## src/rtl/count_monitor_pkg.sv

```systemverilog
// Shared types and sizing helpers for the count_monitor sequence checker.
package count_monitor_pkg;

  typedef enum logic [1:0] {
    IDLE    = 2'd0,
    ACQUIRE = 2'd1,
    TRACK   = 2'd2
  } state_t;

  localparam int LOCK_CNT_DEF = 4;
  localparam int STREAK_W_DEF = $clog2(LOCK_CNT_DEF + 1);

  // Streak counter must hold the value LOCK_CNT itself.
  function automatic int streak_w(input int lock_cnt);
    return $clog2(lock_cnt + 1);
  endfunction

endpackage

```

## src/rtl/count_monitor_if.sv

```systemverilog
// Count bus plus monitor status; master drives the bus, slave is the monitor.
interface count_monitor_if #(
  parameter int WIDTH  = 8,
  parameter int ERR_W  = 8,
  parameter int WRAP_W = 8
);
  logic              check_en;
  logic              clr;
  logic [WIDTH-1:0]  count;
  logic              locked;
  logic              err_pulse;
  logic [ERR_W-1:0]  err_count;
  logic              wrap_pulse;
  logic [WRAP_W-1:0] wrap_count;
  logic [WIDTH-1:0]  expected;

  modport master (
    output check_en, clr, count,
    input  locked, err_pulse, err_count, wrap_pulse, wrap_count, expected
  );

  modport slave (
    input  check_en, clr, count,
    output locked, err_pulse, err_count, wrap_pulse, wrap_count, expected
  );
endinterface

```

## src/rtl/count_monitor_sat_counter.sv

```systemverilog
// Event counter with synchronous clear; optionally sticks at all-ones.
module sat_counter #(
  parameter int W = 8
) (
  input  logic         clk,
  input  logic         rst_n,
  input  logic         inc,
  input  logic         clr,
  input  logic         sat_en,
  output logic [W-1:0] q
);

  always_ff @(posedge clk or negedge rst_n) begin
    if (!rst_n) begin
      q <= '0;
    end else if (clr) begin
      q <= '0;
    end else if (inc && !(sat_en && (&q))) begin
      q <= q + W'(1);
    end
  end

endmodule

```

## src/rtl/count_monitor.sv

```systemverilog
// Checks that the observed count steps by +1 each clk; reports lock, errors, wraps.
//  state   | meaning
//  IDLE    | checking disabled, prev held
//  ACQUIRE | counting consecutive good increments toward lock
//  TRACK   | locked; mismatches raise err_pulse, max->0 raises wrap_pulse
module count_monitor
  import count_monitor_pkg::*;
#(
  parameter int WIDTH    = 8,
  parameter int LOCK_CNT = 4,
  parameter int ERR_W    = 8,
  parameter int WRAP_W   = 8
) (
  input  logic           clk,
  input  logic           reset,
  count_monitor_if.slave mon
);

  localparam int              SW       = streak_w(LOCK_CNT);
  localparam logic [SW-1:0]   LOCK_TGT = SW'(LOCK_CNT);
  localparam logic [WIDTH-1:0] MAX_VAL = '1;

  state_t           state, state_nx;
  logic [WIDTH-1:0] prev, prev_nx, prev_inc;
  logic [SW-1:0]    streak, streak_nx;
  logic             match, err_nx, wrap_nx;
  logic             locked_q, err_q, wrap_q;
  logic [WIDTH-1:0] expected_q;

  // Kept in WIDTH bits so the max->0 step counts as a match.
  assign prev_inc = prev + WIDTH'(1);
  assign match    = (mon.count == prev_inc);

  always_comb begin
    state_nx  = state;
    prev_nx   = prev;
    streak_nx = streak;
    err_nx    = 1'b0;
    wrap_nx   = 1'b0;
    if (!mon.check_en) begin
      state_nx = IDLE;
    end else begin
      case (state)
        IDLE: begin
          prev_nx   = mon.count;
          streak_nx = '0;
          state_nx  = ACQUIRE;
        end
        ACQUIRE: begin
          prev_nx = mon.count;
          if (match) begin
            streak_nx = streak + SW'(1);
            if (streak_nx == LOCK_TGT) state_nx = TRACK;
          end else begin
            streak_nx = '0;
          end
        end
        TRACK: begin
          prev_nx = mon.count;
          if (match) begin
            wrap_nx = (prev == MAX_VAL);
          end else begin
            err_nx    = 1'b1;
            streak_nx = '0;
            state_nx  = ACQUIRE;
          end
        end
        default: state_nx = IDLE;
      endcase
    end
  end

  always_ff @(posedge clk or negedge reset) begin
    if (!reset) begin
      state      <= IDLE;
      prev       <= '0;
      streak     <= '0;
      locked_q   <= 1'b0;
      err_q      <= 1'b0;
      wrap_q     <= 1'b0;
      expected_q <= WIDTH'(1);
    end else begin
      state      <= state_nx;
      prev       <= prev_nx;
      streak     <= streak_nx;
      locked_q   <= (state_nx == TRACK);
      err_q      <= err_nx;
      wrap_q     <= wrap_nx;
      expected_q <= prev_nx + WIDTH'(1);
    end
  end

  sat_counter #(.W(ERR_W)) u_err_cnt (
    .clk    (clk),
    .rst_n  (reset),
    .inc    (err_nx),
    .clr    (mon.clr),
    .sat_en (1'b1),
    .q      (mon.err_count)
  );

  sat_counter #(.W(WRAP_W)) u_wrap_cnt (
    .clk    (clk),
    .rst_n  (reset),
    .inc    (wrap_nx),
    .clr    (mon.clr),
    .sat_en (1'b0),
    .q      (mon.wrap_count)
  );

  assign mon.locked     = locked_q;
  assign mon.err_pulse  = err_q;
  assign mon.wrap_pulse = wrap_q;
  assign mon.expected   = expected_q;

endmodule

```

## src/flat_wrapper.sv

```systemverilog
// flat-port wrapper written by rule: the top's interface ports become plain ports
module count_monitor_flat import count_monitor_pkg::*;
#(
  parameter int WIDTH    = 8,
  parameter int LOCK_CNT = 4,
  parameter int ERR_W    = 8,
  parameter int WRAP_W   = 8
)
  (clk, reset, mon_check_en, mon_clr, mon_count, mon_locked, mon_err_pulse, mon_err_count, mon_wrap_pulse, mon_wrap_count, mon_expected);
  count_monitor_if #(.WIDTH(WIDTH), .ERR_W(ERR_W), .WRAP_W(WRAP_W)) mon_i ();
  input  logic clk;
  input  logic reset;
  input wire logic [$bits(mon_i.check_en)-1:0] mon_check_en;
  input wire logic [$bits(mon_i.clr)-1:0] mon_clr;
  input wire logic [$bits(mon_i.count)-1:0] mon_count;
  output wire logic [$bits(mon_i.locked)-1:0] mon_locked;
  output wire logic [$bits(mon_i.err_pulse)-1:0] mon_err_pulse;
  output wire logic [$bits(mon_i.err_count)-1:0] mon_err_count;
  output wire logic [$bits(mon_i.wrap_pulse)-1:0] mon_wrap_pulse;
  output wire logic [$bits(mon_i.wrap_count)-1:0] mon_wrap_count;
  output wire logic [$bits(mon_i.expected)-1:0] mon_expected;
  assign mon_i.check_en = mon_check_en;
  assign mon_i.clr = mon_clr;
  assign mon_i.count = mon_count;
  assign mon_locked = mon_i.locked;
  assign mon_err_pulse = mon_i.err_pulse;
  assign mon_err_count = mon_i.err_count;
  assign mon_wrap_pulse = mon_i.wrap_pulse;
  assign mon_wrap_count = mon_i.wrap_count;
  assign mon_expected = mon_i.expected;
  count_monitor #(.WIDTH(WIDTH), .LOCK_CNT(LOCK_CNT), .ERR_W(ERR_W), .WRAP_W(WRAP_W)) u_core (.clk(clk), .reset(reset), .mon(mon_i));
endmodule
```

## config.mk

```make
export PLATFORM = sky130hd
export DESIGN_NAME = count_monitor_flat
export DESIGN_NICKNAME = d
export VERILOG_FILES = /design/src/rtl/count_monitor_pkg.sv /design/src/rtl/count_monitor_if.sv /design/src/rtl/count_monitor_sat_counter.sv /design/src/rtl/count_monitor.sv /design/src/flat_wrapper.sv
export SDC_FILE = /design/constraint.sdc
export NUM_CORES = 1
export LEC_CHECK = 0
export BUFFER_PORTS_ARGS = -buffer_cell sky130_fd_sc_hd__buf_2
export CAP_MARGIN = 15
export CORE_MARGIN = 2
export CORE_UTILIZATION = 25
export DETAILED_ROUTE_END_ITERATION = 12
export PLACE_DENSITY_LB_ADDON = 0.25
export SYNTH_ARGS = -nofsm -noshare
export SYNTH_HDL_FRONTEND = slang
export SYNTH_SLANG_ARGS = --single-unit
export TNS_END_PERCENT = 50
```

## constraint.sdc

```tcl
create_clock -name clk -period 3.56 [get_ports clk]
set_input_delay 0.534 -clock clk [delete_from_list [all_inputs] [get_ports clk]]
set_output_delay 0.534 -clock clk [all_outputs]
set_load 0.02 [all_outputs]
```

# After elaboration in Yosys (flattened, before gate mapping)
# Index checks and enable logic that the tools add are counted.
# op_classes
add_sub_neg,5
n_eq_ne,7
mux,20
n_reduce_logical,9
# ops
op,count
8-bit two-way mux,6
"8-bit by 1-bit adder with 8-bit output, second input constant",4
3-bit one-hot mux with 3 select lines,1
8-bit equality test,1
"8-bit equality test, second input constant",1
2-bit two-way mux,4
8-bit AND reduction,1
1-bit two-way mux,6
3-bit two-way mux,2
2-bit one-hot mux with 3 select lines,1
"2-bit equality test, second input constant",2
2-bit nonzero test,2
"3-bit by 1-bit adder with 3-bit output, second input constant",1
"3-bit equality test, second input constant",1
3-bit AND reduction,1
3-bit nonzero test,1
3-bit OR reduction,1
"2-bit by 1-bit equality test with 1-bit output, second input constant",1
2-bit zero test,1
"2-bit != test, second input constant",1
1-bit logical AND,1
1-bit zero test,1
# word_totals
regBits,40
input_bits,12
output_inout_bits,27
word_cells,50

# Depth between registers and ports, before layout
# Gate-level depths: netlist of the first run.
# depth
depth_word,8
mapped_depth,8
ltp_nobuf,7

# Cells and area by module
# From an unflattened synthesis of the first run, not the netlist that was laid out.
# unflattened
cells_unflattened,205
hier_area_um2,2269.7
# modules_own_cells
module,instances,cells_per_inst,area_each_um2,seq_area_each_um2
count_monitor,1,115,1328.8,601.8
sat_counter,2,45,470.5,200.2

# Least setup slack after synthesis of the first run
# No wires, ideal clock.
# synth_path
kind,flip-flop to flip-flop
start,register u_core.prev[0]
end,register u_core.u_err_cnt.q[4]
setup_ps,125
t_arrival_ps,2160
required_time_ps,3435
path_slack_ps,1275
path_stages_with_launch,9
n_path_buf,1
period_less_slack_ps,2285
path_cell_list,dfrtp_1 > ha_1 > nand2b_1 > a21o_1 > a31oi_1 > nor3_4 > buf_6 > nor4_2 > mux2_4
# synth_between
elab_chain_cells,7
# synth_rtl
element,line,source
start: declaration,count_monitor.sv:24,"logic [WIDTH-1:0] prev, prev_nx, prev_inc;"
start signal: assignment,count_monitor.sv:84,prev <= prev_nx;
8-bit by 1-bit adder with 8-bit output,count_monitor.sv:31,assign prev_inc = prev + WIDTH'(1);
8-bit equality test,count_monitor.sv:32,assign match = (mon.count == prev_inc);
1-bit two-way mux,count_monitor.sv:60,if (match) begin
1-bit two-way mux,count_monitor.sv:43,case (state)
1-bit two-way mux,count_monitor.sv:40,if (!mon.check_en) begin
1-bit logical AND,count_monitor_sat_counter.sv:18,end else if (inc && !(sat_en && (&q))) begin
2-bit nonzero test (no source line),n/a,
end signal: assignment,count_monitor_sat_counter.sv:19,q <= q + W'(1);
end: declaration,count_monitor_sat_counter.sv:10,output logic [W-1:0] q
# Every way passes these cells.
# A chain may end at the register's enable or synchronous reset.

# Worst setup path in the final report of the first run
# layout_path
start,register u_core.prev[0]
end,register u_core.u_wrap_cnt.q[6]
# layout_between
elab_chain_cells,6
elab_cells_between_ends,7
classes_between,add/sub (1); eq/ne (2); mux (3); reduce/logical (1)
# layout_rtl
element,line
8-bit by 1-bit adder with 8-bit output,count_monitor.sv:31
8-bit equality test,count_monitor.sv:32
1-bit two-way mux (*),count_monitor.sv:60
1-bit two-way mux (*),count_monitor.sv:43
1-bit two-way mux (*),count_monitor.sv:40
2-bit nonzero test (no source line) (*),n/a
end signal: assignment,count_monitor_sat_counter.sv:19
end: declaration,count_monitor_sat_counter.sv:10
# Mark *: on every way between the ends. The rest lies on a longest branch, timed or not.

==> results of run 1 <==
cell type report:
cell class / instances / share of cell area
multi-input cells: 153 / 0.433
flip-flops and latches: 40 / 0.387
repair buffers: 39 / 0.0763
well taps: 108 / 0.0521
clock buffers: 7 / 0.0333
inverters: 11 / 0.0159
clock inverters: 1 / 0.00290
power groups by stage:
stage | logic [mW] | clock network [mW] | registers (mW)
floorplan | 0.0882 | 0 | 0.517
global placement | 0.151 | 0 | 0.506
detailed placement | 0.152 | 0 | 0.505
CTS | 0.153 | 0.335 | 0.498
global route | 0.167 | 0.350 | 0.501
finish | 0.150 | 0.316 | 0.497
per-layer routing:
layer / wire (um) / vias up
met3: 187 / 6
met4: 73 / 0
li1: - / 851
met5: 0 / -
met2: 2170 / 32
met1: 2390 / 791
registers in the layout, indices dropped and copies added (netlist names), 2 cells and up:
signal	flops
u_core.streak	3
u_core.prev	8
u_core.state	2
u_core.u_wrap_cnt.q	8
u_core.u_err_cnt.q	8
u_core.mon.expected	8
Yosys cell counts, types with 3 or more instances:
master	instances	share of area
o21ai_0	7	0.016
nor4_1	4	0.011
o31ai_1	5	0.017
xnor2_1	13	0.052
nand2_1	10	0.017
nor2_1	9	0.015
inv_1	11	0.019
ha_1	6	0.034
buf_2	3	0.0068
nand4_1	3	0.0085
and3_1	8	0.023
mux2_2	7	0.036
a21oi_1	8	0.018
mux2i_1	6	0.027
or4_1	4	0.014
xor2_1	3	0.012
dfrtp_1	39	0.44
clkbuf_1	4	0.0068
or3_1	5	0.014
nor3_1	4	0.0091
nor2b_1	8	0.023
nand3_1	12	0.027
path summary, 6_finish.rpt:
kind,from,endpoint,slack (ns)
min in group clk,mon_count[0],u_core.mon.expected[0]$_DFF_PN1_,0.47
min reg2reg,u_core.streak[0]$_DFFE_PN0P_,u_core.streak[0]$_DFFE_PN0P_,0.52
max in group asynchronous,reset,u_core.u_err_cnt.q[3]$_DFFE_PN0P_,2.59
max,u_core.prev[0]$_DFF_PN0_,u_core.u_wrap_cnt.q[6]$_DFFE_PN0P_,1.02
min,reset,u_core.mon.expected[2]$_DFF_PN0_,0.39
max reg2reg,u_core.prev[0]$_DFF_PN0_,u_core.u_wrap_cnt.q[6]$_DFFE_PN0P_,1.02
cell families after synthesis:
family          after synthesis  share of synthesized area
simple gates                 82                      0.227
flops                        40                      0.454
compound gates               34                      0.107
buf+inv                      19                     0.0374
xor+xnor                     16                     0.0635
mux                          15                     0.0766
fa+ha+maj                     6                     0.0340
stage by stage:
stage	instances	hold WS [ns]
after floorplan	212	0.238
after global placement	351	0.506
after detailed placement	351	0.518
after CTS	359	0.425
after global routing	359	0.472
final	359	0.391
==> results, run 1 <==
- The flow ran to the end, and the final reports show no timing, DRC or antenna violations.
- The share of the Yosys chip area taken by registers is 0.454.
- The clock period minus worst slack is between 2 and 3 ns.
- TritonCTS built the clock tree.
- The arrival time of the worst setup path is 2.75 ns.
- After global routing, the most crowded layer is met2.
- Of the total power, the share spent switching nets is 0.280.
- The global placer's final weighted congestion is 0.719.
- The clock-pin slew of the registers on the worst-case setup and hold paths is 0.08 ns.
- For met3 alone, demand over resource in global routing was 0.0279.
- Overall power consumption after layout is estimated at 0.963 mW.
- In this run the power spent charging and discharging nets is between 0.2 and 0.3 mW.
- The yosys synthesis warning count is 0.
- The post-detailed-route via-to-cell ratio is 4.68.
- After synthesis, the netlist uses 50 different library cells.
- After layout, the worst setup slack is 1.02 ns.
- For this run, asynchronously set or reset flops after synthesis account for 1.00.
- The floorplan step defined a die boundary enclosing roughly 0.0096 mm^2.
- In this run, synthesis inferred 0 flip-flops with an integrated enable.
- For this design the top-level I/O count stands at 39.
- The die is 97.9 um wide.
- The aggregate global-route resource usage is 0.106.
- The post-place instance area is 0.00250 mm^2.
- The number of cells on the critical path is 7.
- Row generation in the floorplan step produced 34 rows.
- Fill cells in the final layout number a little over 900.
- The commonest register cell after synthesis is dfrtp_1.
- The global-route wire length before repair is slightly above 8000 um.
- Setup repair after global routing left no endpoint under its margin.
- The static leakage is around 1.2 nW.
- The pre-CTS setup slack is 0.987 ns.
- The initial utilization of the core area, before any placement, comes to 0.255.
- The critical path start-end classification is reg2reg.
- The mapped netlist covers ~0.0022 mm^2.
- The class of the tightest hold or removal check is in2async.
- The critical path required time is 3.77 ns.
- Summing all flip-flop and latch instances after layout gives 0.00100 mm^2.
- For this run, the top clock speed supported by timing is 0.394 GHz.
- IR analysis of the VDD net gives a maximum drop of 0.000177 V.
- Of the cells placed in the final design, the portion with a size suffix greater than 1 is 0.255.
- The clock insertion delay at the later pin of the skew report is 0.29 ns.
- The kind of end point of the critical path is a flip-flop.
- In this run the mean area of a mapped cell was approximately 10 um^2.
- Counting every instance in the synthesized netlist gives 212.
- Dividing the detail-routed wire length by the instance count gives 13.4 um.
- The count of nets left with antenna violations once routing finished came out at 0.
- The clock buffer count from CTS is 5.
- The detailed-router iteration count before antenna repair is 4.
- The setup-violating endpoint count in the final report is 0.
- The portion of total power attributed to combinational logic is 0.156.
- The number of buffer and inverter instances along the worst setup path is 0.
- After detailed routing, the total wire length is about 4800 um.
- The count of cells along the worst register-to-register path is 7.
- Summed over all nets, the half-perimeter wirelength after detailed placement is between 3000 and 4000 um.
- The share of the cycle needed by the critical path after routing is 0.713.
- The tool flagged a number of max-cap violations equal to 0.
- The clock root buffer master is clkbuf_8.
- In the final timing run, aggregate negative setup slack is 0 ns.
- In this run the deepest clock path goes through 2 buffers.
- The signal on the critical path passes through ha_1 > nand2_1 > nor4b_1 > a31o_2 > nand4_2 > or4_1 > a21oi_1.
- The areal power density over the cells is 371 mW/mm^2.
- Once the clock tree was built, the resizer swapped 0 gates to a different size.
- The slew at the pin with the worst max-slew slack is ~0.95 ns.
- The met1 track utilization from global routing is 0.143.
- The sink count of the clock tree is 40.
- The kind of cell with the highest combined delay along the critical path is simple AND/OR/NAND/NOR gates.
- The final count of hold timing violations came to 0.
- The final route contains 1680 vias.
- For this run, design rule violations remaining after detail routing come to 0.
- The design area is 0.00259 mm^2.
- The count of inserted antenna diode cells is 0.
- Measured on the finished design, the core utilization comes to 0.300.
- The post-synthesis net count is 230.
- The starting DRC count in detailed routing is 63.
- The max-slew violation total from the final report is 0.
- The cell internal power dissipation is 0.694 mW.
- For the final database, setup skew stands at 0.00743 ns.
- The maximum fanout along the worst path is 15.
- Global routing finished with a remaining overflow of 0.
- The flop and latch count out of synthesis is 40.
- The number of nets in the layout is about 270.
- Summing all multi-input logic gate instances after layout gives 0.00112 mm^2.
- The via count of the first global-routing pass is ~1700.
- The placeable core region is 0.00864 mm^2.
- The type of origin of the critical path is a flip-flop.
- The largest single stage delay on the critical path is between 0.5 and 0.6 ns.
- The most frequent standard cell in the layout excluding fill and tap cells is dfrtp_1.
- Leaving out fill and tap cells, the most frequent cells in the layout are dfrtp_1 (39), buf_2 (38), xnor2_1 (13).
- The number of H-tree branching levels is 2.
- The worst relative slew slack is 0.366.
- The number of hold buffers added after CTS was 0.
- The initial antenna violation count was 0.
- The share of total power dissipated in the clock network is 0.328.
- The die extent in y is 97.9 um.
- Relative to the synthesized area, the layout overhead comes to 17.5%.
- The share of total power dissipated in sequential elements is 0.516.
- The slowest cell on the critical path is or4_1.
- The number of buffers added on ports is 38.
- The buffers inserted during post-CTS setup optimization is 0.
- Entering global routing, the biggest net connects 41 pins.
- For this run, global-route usage on met2 was measured as 0.164.
No activity file was read; power rests on OpenSTA's default activity.
==> run 2, diff against run 1 <==
- clock period: 3.56 -> 2 ns (I/O delays scaled with it)
==> results, run 2 (synthesized netlist as in run 1, its figures left out) <==
- The sum of net half-perimeters after detailed placement came to 3960 um (was 3380 um).
- The final setup skew is 0.00959 ns (was 0.00743 ns).
- The maximum fanout along the worst path was 9 (was 15).
- The static leakage is 1.43 nW (was 1.17 nW).
- The clock insertion delay at the later pin of the skew report is 0.30 ns (was 0.29 ns).
- The power consumption is 1.87 mW (was 0.963 mW).
- The number of nets in the layout is 308 (was 268).
- The number of DRC violations after detailed routing is 0 (unchanged).
- The max-slew violation total from the final report was 0 (unchanged).
- The via count of the routed design is 1857 (was 1680).
- The final routed wirelength across all metal layers is 5510 um (was 4810 um).
- The routing usage on met2 is 0.190 (was 0.164).
- Unrepaired setup endpoints after global routing: yes (was no).
- The most frequent standard cell in the layout excluding fill and tap cells is buf_2 (was dfrtp_1).
- The number of buffers added on ports is 38 (unchanged).
- The count of inserted antenna diode cells is 0 (unchanged).
- The CTS tree is yes (unchanged).
- The placeable core region was 0.00864 mm^2 (unchanged).
- The detailed-router iteration count before antenna repair is 4 (unchanged).
- The most used routing layer was met2 (unchanged).
- The effective utilization at floorplan is 0.255 (unchanged).
- The largest stage delay on the critical path is 0.44 ns (was 0.59 ns).
- The die extent in y is 97.9 um (unchanged).
- The peak supply drop came to 0.000338 V (was 0.000177 V).
- The type of origin of the critical path is a flip-flop (unchanged).
- The design area is 0.00325 mm^2 (was 0.00259 mm^2).
- The final count of hold timing violations came to 0 (unchanged).
- The per-cell routed wire length is 13.8 um (was 13.4 um).
- The floorplan die width is 97.9 um (unchanged).
- The post-place instance area is 0.00287 mm^2 (was 0.00250 mm^2).
- The class of the tightest hold or removal check is in2reg (was in2async).
- The total die area came to 0.00959 mm^2 (unchanged).
- The areal power density over the cells was 574 mW/mm^2 (was 371 mW/mm^2).
- The pre-CTS setup slack came to -0.189 ns (was 0.987 ns).
- The critical path required time was 2.19 ns (was 3.77 ns).
- The arrival time of the worst setup path was 2.32 ns (was 2.75 ns).
- The critical path start-end classification is reg2reg (unchanged).
- The checks that failed: negative setup slack.
- The cell family with the largest share of critical-path delay is simple AND/OR/NAND/NOR gates (unchanged).
- The slowest cell on the critical path is dfrtp_2 (was or4_1).
- The clock-pin slew of the registers on the worst-case setup and hold paths was 0.08 ns (about the same).
- The clock period minus worst slack is 2.12 ns (was 2.54 ns).
- The post-detailed-route via-to-cell ratio is 4.65 (was 4.68).
- The clock root buffer master was clkbuf_8 (unchanged).
- The pin count of the biggest net entering global routing is 22 (was 41).
- The highest clock frequency the design can meet was 0.471 GHz (was 0.394 GHz).
- The worst relative slew slack is 0.662 (was 0.366).
- The number of nets still failing antenna checks after routing came to 0 (unchanged).
- The setup TNS after final layout is -0.825 ns (was 0 ns).
- Crit-path cells: xnor2_2 > or3_4 > and3_4 > nor3_4 > buf_12 > buf_6 > nor4_4 > mux2_4 (was ha_1 > nand2_1 > nor4b_1 > a31o_2 > nand4_2 > or4_1 > a21oi_1).
- The share of layout cells above drive strength 1 came to 0.509 (was 0.255).
- The global-route wire length before repair is 8980 um (was 8310 um).
- The number of maximum-capacitance violations was 0 (unchanged).
- The number of H-tree branching levels came to 2 (unchanged).
- The number of buffer and inverter instances along the worst setup path is 2 (was 0).
- The kind of end point of the critical path is a flip-flop (unchanged).
- The number of cell rows is 34 (unchanged).
- The share of the cycle needed by the critical path after routing is 1.06 (was 0.713).
- The aggregate global-route resource usage is 0.116 (was 0.106).
- The clock tree buffer depth came to 2 (unchanged).
- The initial antenna violation count is 0 (unchanged).
- The met1 track utilization from global routing is 0.145 (was 0.143).
- The clock buffer count from CTS is 5 (unchanged).
- The top-level port count is 39 (unchanged).
- The final standard cell utilization of the core is 0.377 (was 0.300).
- The global placer's final weighted congestion was 0.730 (was 0.719).
- Commonest cells after routing, fill and taps aside: buf_2 (38), buf_4 (34), dfrtp_1 (29) (was dfrtp_1 (39), buf_2 (38), xnor2_1 (13)).
- The remaining global-route overflow is 0 (unchanged).
- The fraction of met3 tracks used by global routing is 0.0379 (was 0.0279).
- The relative area change from synthesis to final layout is 47.5% (was 17.5%).
- The filler cell count is 862 (was 916).
- The starting DRC count in detailed routing is 23 (was 63).
- The via count of the first global-routing pass came to 1891 (was 1723).
- The smallest setup slack after layout came to -0.122 ns (was 1.02 ns).
- The slew at the pin with the worst max-slew slack is 0.507 ns (was 0.951 ns).
- Status: finished with violations (was finished, final reports clean).
- The setup-violating endpoint count in the final report was 14 (was 0).
- The sink count of the clock tree came to 40 (unchanged).
[run 2: changes by cell type in the layout (fill, tap and decap cells not counted), sizes merged]
cell | previous run | this run
clkinvlp | 1 | 0
clkbuf | 7 | 8
dlygate4sd3 | 0 | 1
buf | 39 | 78
[run 2: layout make-up]
type | count | area [um^2] | area share
multi-input cells | 153 | 1430 | 0.440
flip-flops and latches | 40 | 1010 | 0.312
repair buffers | 79 | 541 | 0.166
well taps | 108 | 135 | 0.0415
clock buffers | 8 | 90.1 | 0.0277
inverters | 11 | 41.3 | 0.0127
[run 2: what timing repair did]
item | in CTS | in global routing
setup buffers | 3 | 2
hold buffers | 1 | 0
resized for setup | 18 | 30
hold endpoints to repair | 19 | 0
pin swaps | 16 | 11
endpoints found under the setup margin | 17 | 22
[run 2: where the power goes]
part / leakage [nW] / internal, mW / switching [mW]
registers: 0.506 / 0.853 / 0.0317
logic: 0.874 / 0.197 / 0.221
clock network: 0.0455 / 0.282 / 0.284
total: 1.43 / 1.33 / 0.537
[run 2: stage by stage]
stage,instances,hold WS [ns]
after floorplan,212,0.00441
after global placement,385,0.309
after detailed placement,385,0.311
after CTS,397,0.208
after global routing,399,0.212
final,399,0.215
[run 2: final timing paths]
kind	from	end	slack [ns]	cells past startpoint
max	u_core.prev[5]$_DFF_PN0_	u_core.u_err_cnt.q[5]$_DFFE_PN0P_	-0.12	8
min	mon_count[0]	u_core.mon.expected[0]$_DFF_PN1_	0.21	2
max reg2reg	u_core.prev[5]$_DFF_PN0_	u_core.u_err_cnt.q[5]$_DFFE_PN0P_	-0.12	8
min reg2reg	u_core.streak[0]$_DFFE_PN0P_	u_core.streak[0]$_DFFE_PN0P_	0.51	1
max in group asynchronous	reset	u_core.u_err_cnt.q[3]$_DFFE_PN0P_	0.99	3
min in group asynchronous	reset	u_core.mon.expected[7]$_DFF_PN0_	0.52	2
[run 2: per-layer routing]
metal  vias to the layer above  wire (um)
met5                         -          0
met4                         0         62
met3                         6        244
met2                        35       2640
met1                       896       2560
li1                        920          -
==> run 3, diff against run 2 <==
- clock period: 2 -> 2.1 ns (I/O delays scaled with it)
==> results, run 3 (synthesized netlist as in run 1, its figures left out) <==
- The static leakage is 1.41 nW (was 1.43 nW).
- The part of the power in the clock network was 0.291 (was 0.303).
- The via count of the routed design is 1891 (was 1857).
- The switching fraction of total power is 0.300 (was 0.287).
- The areal power density over the cells came to 554 mW/mm^2 (was 574 mW/mm^2).
- The maximum fanout along the worst path was 8 (was 9).
- The start point of the critical path is u_core.prev[6]$_DFF_PN0_ (was u_core.prev[5]$_DFF_PN0_).
- The filler cell count was 878 (was 862).
- The sum of net half-perimeters after detailed placement is 3940 um (was 3960 um).
- Unrepaired setup endpoints after global routing: yes (unchanged).
- The source of the worst register-to-register timing path is u_core.prev[6]$_DFF_PN0_ (was u_core.prev[5]$_DFF_PN0_).
- The global placer's final weighted congestion is 0.755 (was 0.730).
- The pin count of the biggest net entering global routing is 26 (was 22).
- The power spent charging and discharging nets is 0.524 mW (was 0.537 mW).
- The clock buffer count from CTS came to 5 (unchanged).
- The placeable core region is 0.00864 mm^2 (unchanged).
- The share of the cycle needed by the critical path after routing is 1.02 (was 1.06).
- The critical path start-end classification is reg2reg (unchanged).
- The remaining global-route overflow came to 0 (unchanged).
- The peak supply drop is 0.000270 V (was 0.000338 V).
- The detailed-router iteration count before antenna repair is 4 (unchanged).
- The clock insertion delay at the later pin of the skew report is 0.30 ns (about the same).
- The number of nets still failing antenna checks after routing is 0 (unchanged).
- The worst reg-to-reg setup slack is -0.04 ns (was -0.12 ns).
- The global-route wire length before repair came to 9150 um (was 8980 um).
- The pre-CTS setup slack was -0.134 ns (was -0.189 ns).
- The sink count of the clock tree is 40 (unchanged).
- The aggregate global-route resource usage came to 0.116 (about the same).
- The quantity of hold-fixing buffers added after cts was 0 (was 1).
- The number of buffers added on ports is 38 (unchanged).
- The initial antenna violation count was 0 (unchanged).
- The per-cell routed wire length is 13.8 um (about the same).
- The clock root buffer master was clkbuf_8 (unchanged).
- The clock tree buffer depth came to 2 (unchanged).
- The worst relative slew slack is 0.587 (was 0.662).
- The power consumption was 1.75 mW (was 1.87 mW).
- The share of layout cells above drive strength 1 came to 0.455 (was 0.509).
- Status: finished with violations (unchanged).
- The number of cell rows came to 34 (unchanged).
- The max-slew violation total from the final report was 0 (unchanged).
- The highest clock frequency the design can meet is 0.466 GHz (was 0.471 GHz).
- The number of H-tree branching levels is 2 (unchanged).
- The count of cells along the worst register-to-register path is 7 (was 8).
- The number of maximum-capacitance violations was 0 (unchanged).
- The sequential power share is 0.480 (was 0.473).
- The effective utilization at floorplan came to 0.255 (unchanged).
- The top-level port count is 39 (unchanged).
- The arrival time of the worst setup path came to 2.33 ns (was 2.32 ns).
- The final cell count without fillers was 396 (was 399).
- Violations in the final reports: negative setup slack (unchanged).
- The smallest setup slack after layout is -0.0440 ns (was -0.122 ns).
- The number of DRC violations after detailed routing is 0 (unchanged).
- The most frequent standard cell in the layout excluding fill and tap cells is buf_2 (unchanged).
- The final setup skew is 0.00799 ns (was 0.00959 ns).
- The relative area change from synthesis to final layout is 43.0% (was 47.5%).
- The placed cell count is 388 (was 385).
- The cell internal power dissipation is 1.22 mW (was 1.33 mW).
- The floorplan die width was 97.9 um (unchanged).
- The slew at the pin with the worst max-slew slack is 0.619 ns (was 0.507 ns).
- The setup TNS after final layout was -0.0956 ns (was -0.825 ns).
- The end of the worst register-to-register path is u_core.u_err_cnt.q[3]$_DFFE_PN0P_ (was u_core.u_err_cnt.q[5]$_DFFE_PN0P_).
- The clock period minus worst slack is 2.14 ns (was 2.12 ns).
- The total die area was 0.00959 mm^2 (unchanged).
- The end point of the critical path is u_core.u_err_cnt.q[3]$_DFFE_PN0P_ (was u_core.u_err_cnt.q[5]$_DFFE_PN0P_).
- The starting DRC count in detailed routing came to 16 (was 23).
- The CTS tree is yes (unchanged).
- The portion of total power attributed to combinational logic is 0.230 (was 0.224).
- The tightest hold margin was 0.0274 ns (was 0.215 ns).
- Commonest cells after routing, fill and taps aside: buf_2 (38), dfrtp_1 (35), buf_4 (34) (was buf_2 (38), buf_4 (34), dfrtp_1 (29)).
- The number of nets in the layout was 306 (was 308).
- The count of inserted antenna diode cells was 0 (unchanged).
- The class of the tightest hold or removal check is in2async (was in2reg).
- The post-detailed-route via-to-cell ratio is 4.78 (was 4.65).
- The final routed wirelength across all metal layers is 5480 um (was 5510 um).
- The via count of the first global-routing pass is 1919 (was 1891).
- The critical path required time came to 2.29 ns (was 2.19 ns).
- The setup-violating endpoint count in the final report was 5 (was 14).
- The die extent in y is 97.9 um (unchanged).
- The final count of hold timing violations came to 0 (unchanged).
- The clock-pin slew of the registers on the worst-case setup and hold paths is 0.08 ns (about the same).
- The type of origin of the critical path is a flip-flop (unchanged).
- The kind of end point of the critical path is a flip-flop (unchanged).
## run 3: cell types whose count changed in the layout (fill, tap and decap cells not counted), moves of 2 or more
cell	previous run	this run
or4_1	2	4
nand3_2	3	1
nand3_4	0	2
clkbuf_1	2	0
dfrtp_2	10	4
and3_4	4	2
a21oi_1	5	7
or4_4	2	0
and3_1	5	7
dfrtp_1	29	35
nor4_4	5	3
a21oi_2	3	1
nor4_2	0	2
## run 3: power by group through the flow
stage          clock (mW)  combinational [mW]  sequential (mW)
2_1_floorplan           0               0.159            0.877
5_1_grt             0.562               0.436            0.844
3_3_place_gp            0               0.348            0.846
4_1_cts             0.530               0.373            0.835
3_5_place_dp            0               0.349            0.848
6_report            0.508               0.401            0.839
## run 3: how the worst min path moves through the flow
stage,start,end,slack (ns)
3_3_place_gp,reset,u_core.mon.expected[1]$_DFF_PN0_,0.38
2_1_floorplan,reset,u_core.mon.err_pulse$_DFF_PN0_,0.02
5_1_grt,reset,u_core.u_err_cnt.q[3]$_DFFE_PN0P_,0.07
4_1_cts,reset,u_core.u_err_cnt.q[2]$_DFFE_PN0P_,0.05
6_report,reset,u_core.mon.expected[1]$_DFF_PN0_,0.03
3_5_place_dp,reset,u_core.streak[1]$_DFFE_PN0P_,0.37
## run 3: layer usage
layer,vias to the layer above,track usage,routed length [um]
li1,913,-,-
met1,942,0.149,2520
met2,32,0.198,2710
met3,4,0.0322,228
met4,0,0.0224,27
met5,-,0,0
## run 3: timing repair
item / 4_1_cts / 5_1_grt
endpoints found under the setup margin: 18 / 23
gates resized for setup: 17 / 26
setup buffers: 0 / 2
pin swaps: 12 / 18
## run 3: through the flow
stage	util	cell area (um^2)
6_report	0.365	3150
5_1_grt	0.365	3150
4_1_cts	0.350	3020
3_5_place_dp	0.328	2830
3_3_place_gp	0.328	2830
2_1_floorplan	-	2250
## run 3: worst max-delay path, cell delays in order, from the launching register on
cell and delay, ns:
dfrtp_1 0.41, nand4_1 0.23, o21a_1 0.29, o2111ai_4 0.25, nor3_4 0.08, buf_12 0.15
nor4_2 0.27, mux2_2 0.36
## run 3: area by class of cell
type | count | area (um^2) | share of cell area
multi-input cells | 153 | 1380 | 0.437
flip-flops and latches | 40 | 1010 | 0.319
inverters | 11 | 41.3 | 0.0131
repair buffers | 77 | 510 | 0.162
clock buffers | 5 | 68.8 | 0.0218
well taps | 108 | 135 | 0.0428
clock inverters | 2 | 12.5 | 0.00397
